**src/rtl/nbit_deserializer.sv**
```systemverilog
// Serial-in/parallel-out receiver for the nbit_shifter link.
// Captures one bit per shift_ena cycle, LSB first, and presents the rebuilt word with a
// valid/ack handshake plus a sticky overrun flag.
// Optional feature: define PARITY_CHECK_EN to append one even-parity bit to each frame and
// report a mismatch on parity_err. Without it the frame is n bits and parity_err is tied 0.
module nbit_deserializer #(
  parameter int unsigned n = 8
) (
  input  logic         clock,
  input  logic         reset,
  input  logic         start,
  input  logic         shift_ena,
  input  logic         serial_in,
  input  logic         ack,
  output logic [n-1:0] outp,
  output logic         valid,
  output logic         busy,
  output logic         overrun,
  output logic         parity_err
);

  localparam int unsigned CntW = $clog2(n + 1);

  typedef enum logic [1:0] {StIdle, StRecv, StPar} state_t;

  state_t          state;
  logic [n-1:0]    sr;
  logic [CntW-1:0] cnt;
  logic [n-1:0]    shifted;
  logic            last_data;

  // New bits enter at the top and walk down, so the first bit ends up in bit 0.
  assign shifted   = {serial_in, sr[n-1:1]};
  assign last_data = (cnt == CntW'(n - 1));

`ifndef PARITY_CHECK_EN
  assign parity_err = 1'b0;
`endif

  // Frame FSM with registered handshake outputs; a completion on the same edge as ack
  // takes precedence because its assignments come later.
  always_ff @(posedge clock or negedge reset) begin
    if (!reset) begin
      state   <= StIdle;
      sr      <= '0;
      cnt     <= '0;
      outp    <= '0;
      valid   <= 1'b0;
      busy    <= 1'b0;
      overrun <= 1'b0;
`ifdef PARITY_CHECK_EN
      parity_err <= 1'b0;
`endif
    end else begin
      if (ack) begin
        valid   <= 1'b0;
        overrun <= 1'b0;
`ifdef PARITY_CHECK_EN
        parity_err <= 1'b0;
`endif
      end

      case (state)
        StIdle: begin
          // A bit presented together with start is deliberately not captured.
          if (start) begin
            state <= StRecv;
            busy  <= 1'b1;
            cnt   <= '0;
          end
        end

        StRecv: begin
          if (shift_ena) begin
            sr <= shifted;
            if (last_data) begin
              cnt <= '0;
`ifdef PARITY_CHECK_EN
              state <= StPar;
`else
              state   <= StIdle;
              busy    <= 1'b0;
              outp    <= shifted;
              valid   <= 1'b1;
              overrun <= valid & ~ack;
`endif
            end else begin
              cnt <= cnt + CntW'(1);
            end
          end
        end

`ifdef PARITY_CHECK_EN
        StPar: begin
          if (shift_ena) begin
            state      <= StIdle;
            busy       <= 1'b0;
            outp       <= sr;
            valid      <= 1'b1;
            overrun    <= valid & ~ack;
            // Even parity: data plus parity bit must hold an even number of ones.
            parity_err <= (^sr) ^ serial_in;
          end
        end
`endif

        default: begin
          state <= StIdle;
          busy  <= 1'b0;
        end
      endcase
    end
  end

endmodule

```
**config.mk**
```make
export PLATFORM = sky130hd
export DESIGN_NAME = nbit_deserializer
export DESIGN_NICKNAME = d
export VERILOG_FILES = /design/src/rtl/nbit_deserializer.sv
export SDC_FILE = /design/constraint.sdc
export NUM_CORES = 1
export LEC_CHECK = 0
export ABC_AREA = 1
export CAP_MARGIN = 5
export CORE_AREA = 5 5 53 55
export CTS_CLUSTER_DIAMETER = 30
export DETAILED_ROUTE_END_ITERATION = 10
export DIE_AREA = 0 0 58 60
export PLACE_DENSITY = 0.67
export SYNTH_ARGS = -nofsm -noshare
export SYNTH_HDL_FRONTEND = slang
export SYNTH_SLANG_ARGS = --single-unit
```
**constraint.sdc**
```tcl
create_clock -name clock -period 3.1 [get_ports clock]
set_input_delay 0.775 -clock clock [delete_from_list [all_inputs] [get_ports clock]]
set_output_delay 0.775 -clock clock [all_outputs]
set_load 0.005 [all_outputs]
```
== Yosys cells after proc, flatten, opt, wreduce, memory -nomap -nowiden ==
Index checks and enable logic that the tools add are counted.
Widths: inputs -> output; s select.
Operators by class
  add/subtract/negate cells: 1
  equality and inequality tests: 5
  muxes and demuxes: 20
  bitwise logic cells: 2
  reductions and logical operators: 6
Operators with widths (count)
  $mux 4: 3
  $mux 1: 11
  $reduce_and 3->1: 3
  $pmux 4 s2: 1
  $mux 2: 3
  $ne 2x2->1 const B: 3
  $add 4x1->4 const B: 1
  $eq 4x3->1 const B: 1
  $pmux 2 s2: 1
  $eq 2x1->1 const B: 1
  $logic_not 2->1: 1
  $pmux 1 s2: 1
  $reduce_and 2->1: 1
  $reduce_bool 2->1: 1
  $and 1x1->1: 1
  $not 1->1: 1
Storage, ports and cells
  register bits after elaboration: 25
  bits of input ports: 6
  output and inout bits: 12
  word-level logic and storage cells: 41

== Logic depth before layout (Yosys ltp) ==
  word-level depth: 5
  gate-level depth with buffers: 7
  gate-level depth less buffers: 6

== Least setup slack after synthesis ==
No wires, ideal clock.
  path kind: input port to flip-flop
  from: in shift_ena
  to: reg busy
  arrival time: 1272 ps
  data required time: 2981 ps
  slack: 1709 ps
  stages: 5
  cell sequence: nand2_2 > inv_2 > nand2_4 > buf_6 > o21a_1
Between the ends
  longest elaborated chain between the ends: 2
Ends and longest elaborated chain
  start: declaration: line 12  | input logic shift_ena,
  $ne 2x2->1 (no source line)
  $reduce_and 3->1 (no source line)
  end signal: assignment: line 49  | busy <= 1'b0;
  end signal: assignment: line 68  | busy <= 1'b1;
  end signal: assignment: line 82  | busy <= 1'b0;
  end: declaration: line 17  | output logic busy,
Every way passes these cells.
A chain may end at the register's enable or synchronous reset.

== Worst setup path in the final report ==
  from: reg busy
  to: out busy
No word-level cell between the ends.

==> metrics.txt <==
# TYPE chip_impl_metric gauge
chip_impl_info{name="run_status",value="completed"} 1
chip_impl_metric{name="die_h",unit="µm"} 60
chip_impl_metric{name="cts.path.max_buffers",unit=""} 2
chip_impl_info{name="clock_root_buffer",value="sky130_fd_sc_hd__clkbuf_4"} 1
chip_impl_info{name="critical_path.top_delay_family",value="buffers and inverters"} 1
chip_impl_metric{name="fmaxAchievable",unit="GHz"} 0.496
chip_impl_metric{name="grt_pass1_vias",unit=""} 667
chip_impl_info{name="worstReg2RegStart",value="cnt[0]"} 1
chip_impl_metric{name="portBuffers",unit=""} 16
chip_impl_info{name="worstSetupPathType",value="reg2out"} 1
chip_impl_metric{name="synth.lib_cells_used.distinct",unit=""} 19
chip_impl_metric{name="power_frac_seq",unit="%"} 52.2
chip_impl_metric{name="synth_fp_nets",unit=""} 106
chip_impl_metric{name="place.gp.congestion",unit=""} 0.771
chip_impl_metric{name="cts.sinks",unit=""} 22
chip_impl_metric{name="final_max_slew_viol_count",unit=""} 0
chip_impl_metric{name="power.leakage",unit="nW"} 0.562
chip_impl_metric{name="total_congestion_overflow",unit=""} 0
chip_impl_info{name="synthFlopType",value="sky130_fd_sc_hd__dfrtp_1"} 1
chip_impl_metric{name="hold-worst-slack",unit="ns"} 0.485
chip_impl_metric{name="power.share.clock",unit="%"} 13.8
chip_impl_metric{name="final-hold-violation-count",unit=""} 0
chip_impl_metric{name="area_of_the_die",unit="µm²"} 3480
chip_impl_metric{name="share_of_yosys_cell_area_claimed_by_the_top_area_cell_type",unit="%"} 58.4
chip_impl_info{name="min_path_type",value="reg2reg"} 1
chip_impl_metric{name="report.final.setup_viol",unit=""} 0
chip_impl_info{name="worstHoldEndpoint",value="outp[0]"} 1
chip_impl_metric{name="design.core.area",unit="µm²"} 2340
chip_impl_metric{name="critPathArrivalTime",unit="ns"} 1.24
chip_impl_metric{name="detailedPlacementHpwl",unit="µm"} 1170
chip_impl_metric{name="route.detailed.drc",unit=""} 0
chip_impl_metric{name="post-place-ws",unit="ns"} 1.05
chip_impl_metric{name="synthCells",unit=""} 99
chip_impl_metric{name="floorplan.die.width",unit="µm"} 58
chip_impl_metric{name="holdBufCountCts",unit=""} 0
chip_impl_metric{name="drive_gt1_share",unit="%"} 13.8
chip_impl_info{name="timing.hold.worst.start",value="outp[0]"} 1
chip_impl_info{name="critical_path.slowest_cell",value="sky130_fd_sc_hd__clkdlybuf4s50_1"} 1
chip_impl_metric{name="antenna-diode-count",unit=""} 0
chip_impl_metric{name="cts_buffers",unit=""} 3
chip_impl_info{name="reg2reg_to",value="outp[6]"} 1
chip_impl_metric{name="post_drt_via_cell_ratio",unit=""} 4.43
chip_impl_info{name="critical_path.cell_chain",value="clkdlybuf4s50_1"} 1
chip_impl_metric{name="cts_max_level",unit=""} 1
chip_impl_metric{name="timing.critical_path.required",unit="ns"} 2.32
chip_impl_metric{name="synth_seq_area_share",unit="%"} 58.4
chip_impl_metric{name="finalWorstPathRequiredPeriod",unit="ns"} 2.02
chip_impl_metric{name="flow.area_growth_from_synthesis",unit="%"} 21.8
chip_impl_metric{name="largest_fanout_on_the_critical_path",unit=""} 5
chip_impl_metric{name="maximum_number_of_pins_on_one_net_before_global_route_repair",unit=""} 23
chip_impl_metric{name="clock_latency",unit="ns"} 0.29
chip_impl_metric{name="post_cts_setup_buffers",unit=""} 0
chip_impl_metric{name="final.setup.tns",unit="ns"} 0
chip_impl_metric{name="maxCapViolCount",unit=""} 0
chip_impl_metric{name="detail-route-antenna-nets",unit=""} 0
chip_impl_info{name="unrepaired_setup_endpoints_after_global_routing",value="no"} 1
chip_impl_metric{name="antenna_found_initial",unit=""} 0
chip_impl_info{name="crit_path_start_kind",value="flip-flop"} 1
chip_impl_metric{name="swShare",unit="%"} 32.9
chip_impl_info{name="synth.top_cells.by_area",value="sky130_fd_sc_hd__dfrtp_1 (58%), sky130_fd_sc_hd__nand2_1 (11%), sky130_fd_sc_hd__o21ai_2 (6.5%)"} 1
chip_impl_metric{name="drt-total-wl",unit="µm"} 1580
chip_impl_metric{name="synth.ff_latch_count",unit=""} 22
chip_impl_metric{name="grt_pass1_wl",unit="µm"} 2830
chip_impl_metric{name="postCtsResizedCells",unit=""} 0
chip_impl_info{name="yosysTopAreaCell",value="sky130_fd_sc_hd__dfrtp_1"} 1
chip_impl_metric{name="cell_count_of_the_worst_hold_path",unit=""} 2
chip_impl_metric{name="r2r.worst_path.cells",unit=""} 6
chip_impl_metric{name="timing.final.crit_share",unit="%"} 65.1
chip_impl_metric{name="irDropWorstVdd",unit="mV"} 0.424
chip_impl_metric{name="portion_of_total_power_attributed_to_combinational_logic",unit="%"} 34.0
chip_impl_metric{name="clkTransAtPathRegs",unit="ns"} 0.11
chip_impl_metric{name="pwr_density_cell",unit="nW/µm²"} 766
chip_impl_info{name="tritoncts",value="done"} 1
chip_impl_metric{name="fin_skew",unit="ns"} 0.00104
chip_impl_metric{name="floorplan.initialDensity",unit="%"} 40.3
chip_impl_metric{name="critical_path.n_buffers_inverters",unit=""} 1
chip_impl_metric{name="power_report.internal_total",unit="mW"} 0.590
chip_impl_metric{name="post_synth_instance_area",unit="µm²"} 943
chip_impl_metric{name="ys_warn_count",unit=""} 0
chip_impl_metric{name="via_count",unit=""} 647
chip_impl_metric{name="proportion_of_synthesized_flip_flops_having_asynchronous_set_or_reset",unit="%"} 100
chip_impl_metric{name="reg2reg_setup_slack",unit="ns"} 1.81
chip_impl_metric{name="fp-row-count",unit=""} 18
chip_impl_metric{name="final.setup.worst_slack",unit="ns"} 1.08
chip_impl_metric{name="synth-edff-count",unit=""} 0
chip_impl_metric{name="number_of_design_rule_violations_left_by_the_first_detailed_router_iteration",unit=""} 29
chip_impl_metric{name="p_sw",unit="mW"} 0.289
chip_impl_metric{name="fin_nets",unit=""} 125
chip_impl_metric{name="ioPinCount",unit=""} 18
chip_impl_metric{name="gr-usage-all-layers",unit="%"} 10.6
chip_impl_metric{name="avgSynthCellArea",unit="µm²"} 9.53
chip_impl_metric{name="drt-pass1-iter-count",unit=""} 4
chip_impl_metric{name="post_drt_wl_per_cell",unit="µm"} 10.8
chip_impl_metric{name="cp_slowest_stage_delay",unit="ns"} 0.52
chip_impl_info{name="setup.worst_path.end_class",value="primary output"} 1
## Yosys cell counts, types with 2 or more instances
cell / n
sky130_fd_sc_hd__inv_1: 13
sky130_fd_sc_hd__dfrtp_1: 22
sky130_fd_sc_hd__nand3_1: 4
sky130_fd_sc_hd__o21ai_2: 7
sky130_fd_sc_hd__nor2_1: 2
sky130_fd_sc_hd__o21ai_0: 10
sky130_fd_sc_hd__nand2_2: 2
sky130_fd_sc_hd__nand2_1: 28
## layout make-up
| cell class | instances | area (µm²) |
|---|---|---|
| fillers | 234 | 1190 |
| flip-flops and latches | 22 | 551 |
| multi-input cells | 60 | 318 |
| repair buffers | 17 | 168 |
| inverters | 14 | 52.6 |
| well taps | 30 | 37.5 |
| clock buffers | 3 | 22.5 |
## power by group through the flow
| stage | clock network (mW) | logic (mW) | registers [mW] |
|---|---|---|---|
| after floorplan | 0 | 0.166 | 0.458 |
| after global placement | 0 | 0.297 | 0.461 |
| after detailed placement | 0 | 0.305 | 0.465 |
| after CTS | 0.126 | 0.308 | 0.459 |
| after global routing | 0.137 | 0.345 | 0.472 |
| final | 0.121 | 0.299 | 0.459 |
## cells by family (layout without fill, tap and decap cells)
family,Yosys count,after routing,synth area share [%]
and+or+nand+nor,39,39,18.4
DFF,22,22,58.4
AOI/OAI and AO/OA,18,18,12.6
buffers and inverters,17,34,7.96
adders and majority gates,1,1,1.33
other,1,1,0.397
xor gates and xnor gates,1,1,0.929
## cells in the final DEF, fill, tap and decap left out
master / Yosys / final
sky130_fd_sc_hd__nand2_4: 1 / 1
sky130_fd_sc_hd__clkbuf_4: 0 / 3
sky130_fd_sc_hd__nor2_1: 2 / 2
sky130_fd_sc_hd__nand4_1: 1 / 1
sky130_fd_sc_hd__o21ai_2: 7 / 7
sky130_fd_sc_hd__inv_1: 13 / 13
sky130_fd_sc_hd__nand2_1: 28 / 28
sky130_fd_sc_hd__ha_1: 1 / 1
sky130_fd_sc_hd__nand3_1: 4 / 4
sky130_fd_sc_hd__nor2_4: 1 / 1
sky130_fd_sc_hd__dfrtp_1: 22 / 22
sky130_fd_sc_hd__conb_1: 1 / 1
sky130_fd_sc_hd__xor2_1: 1 / 1
sky130_fd_sc_hd__o21a_1: 1 / 1
sky130_fd_sc_hd__nand2_2: 2 / 2
sky130_fd_sc_hd__clkdlybuf4s50_1: 0 / 16
sky130_fd_sc_hd__inv_2: 1 / 1
sky130_fd_sc_hd__o21ai_0: 10 / 10
sky130_fd_sc_hd__buf_4: 1 / 1
## metrics by stage
stage	total power, mW	utilization (%)	instance area, µm²	std cells
after detailed placement	0.770	48.1	1130	143
after global placement	0.758	48.1	1130	143
after CTS	0.893	49.0	1150	146
final	0.879	49.0	1150	146
after global routing	0.954	49.0	1150	146
after floorplan	0.624	-	943	99
## worst max-delay path by stage
stage | slack, ns | cells after the start | startpoint | end
after detailed placement | 1.05 | 6 | shift_ena | outp[6]
final | 1.08 | 1 | busy | busy
after global routing | 1.02 | 1 | busy | busy
after floorplan | 1.71 | 5 | shift_ena | busy
after CTS | 1.07 | 1 | busy | busy
after global placement | 1.09 | 6 | shift_ena | outp[6]
## flip-flops by register name, indices dropped and copies added, names as in the netlist
| name | count |
|---|---|
| overrun | 1 |
| valid | 1 |
| busy | 1 |
| sr | 7 |
| cnt | 4 |
| outp | 8 |
## metal layers
metal  up-vias  track usage (%)  share of wire [%]
li1        344                -                  -
met1       291             14.0                 49
met2        10             17.1                 46
met3         2             2.59                4.4
met4         0             3.97               0.76
met5         -                0                  0
No activity file was read; power rests on OpenSTA's default activity.
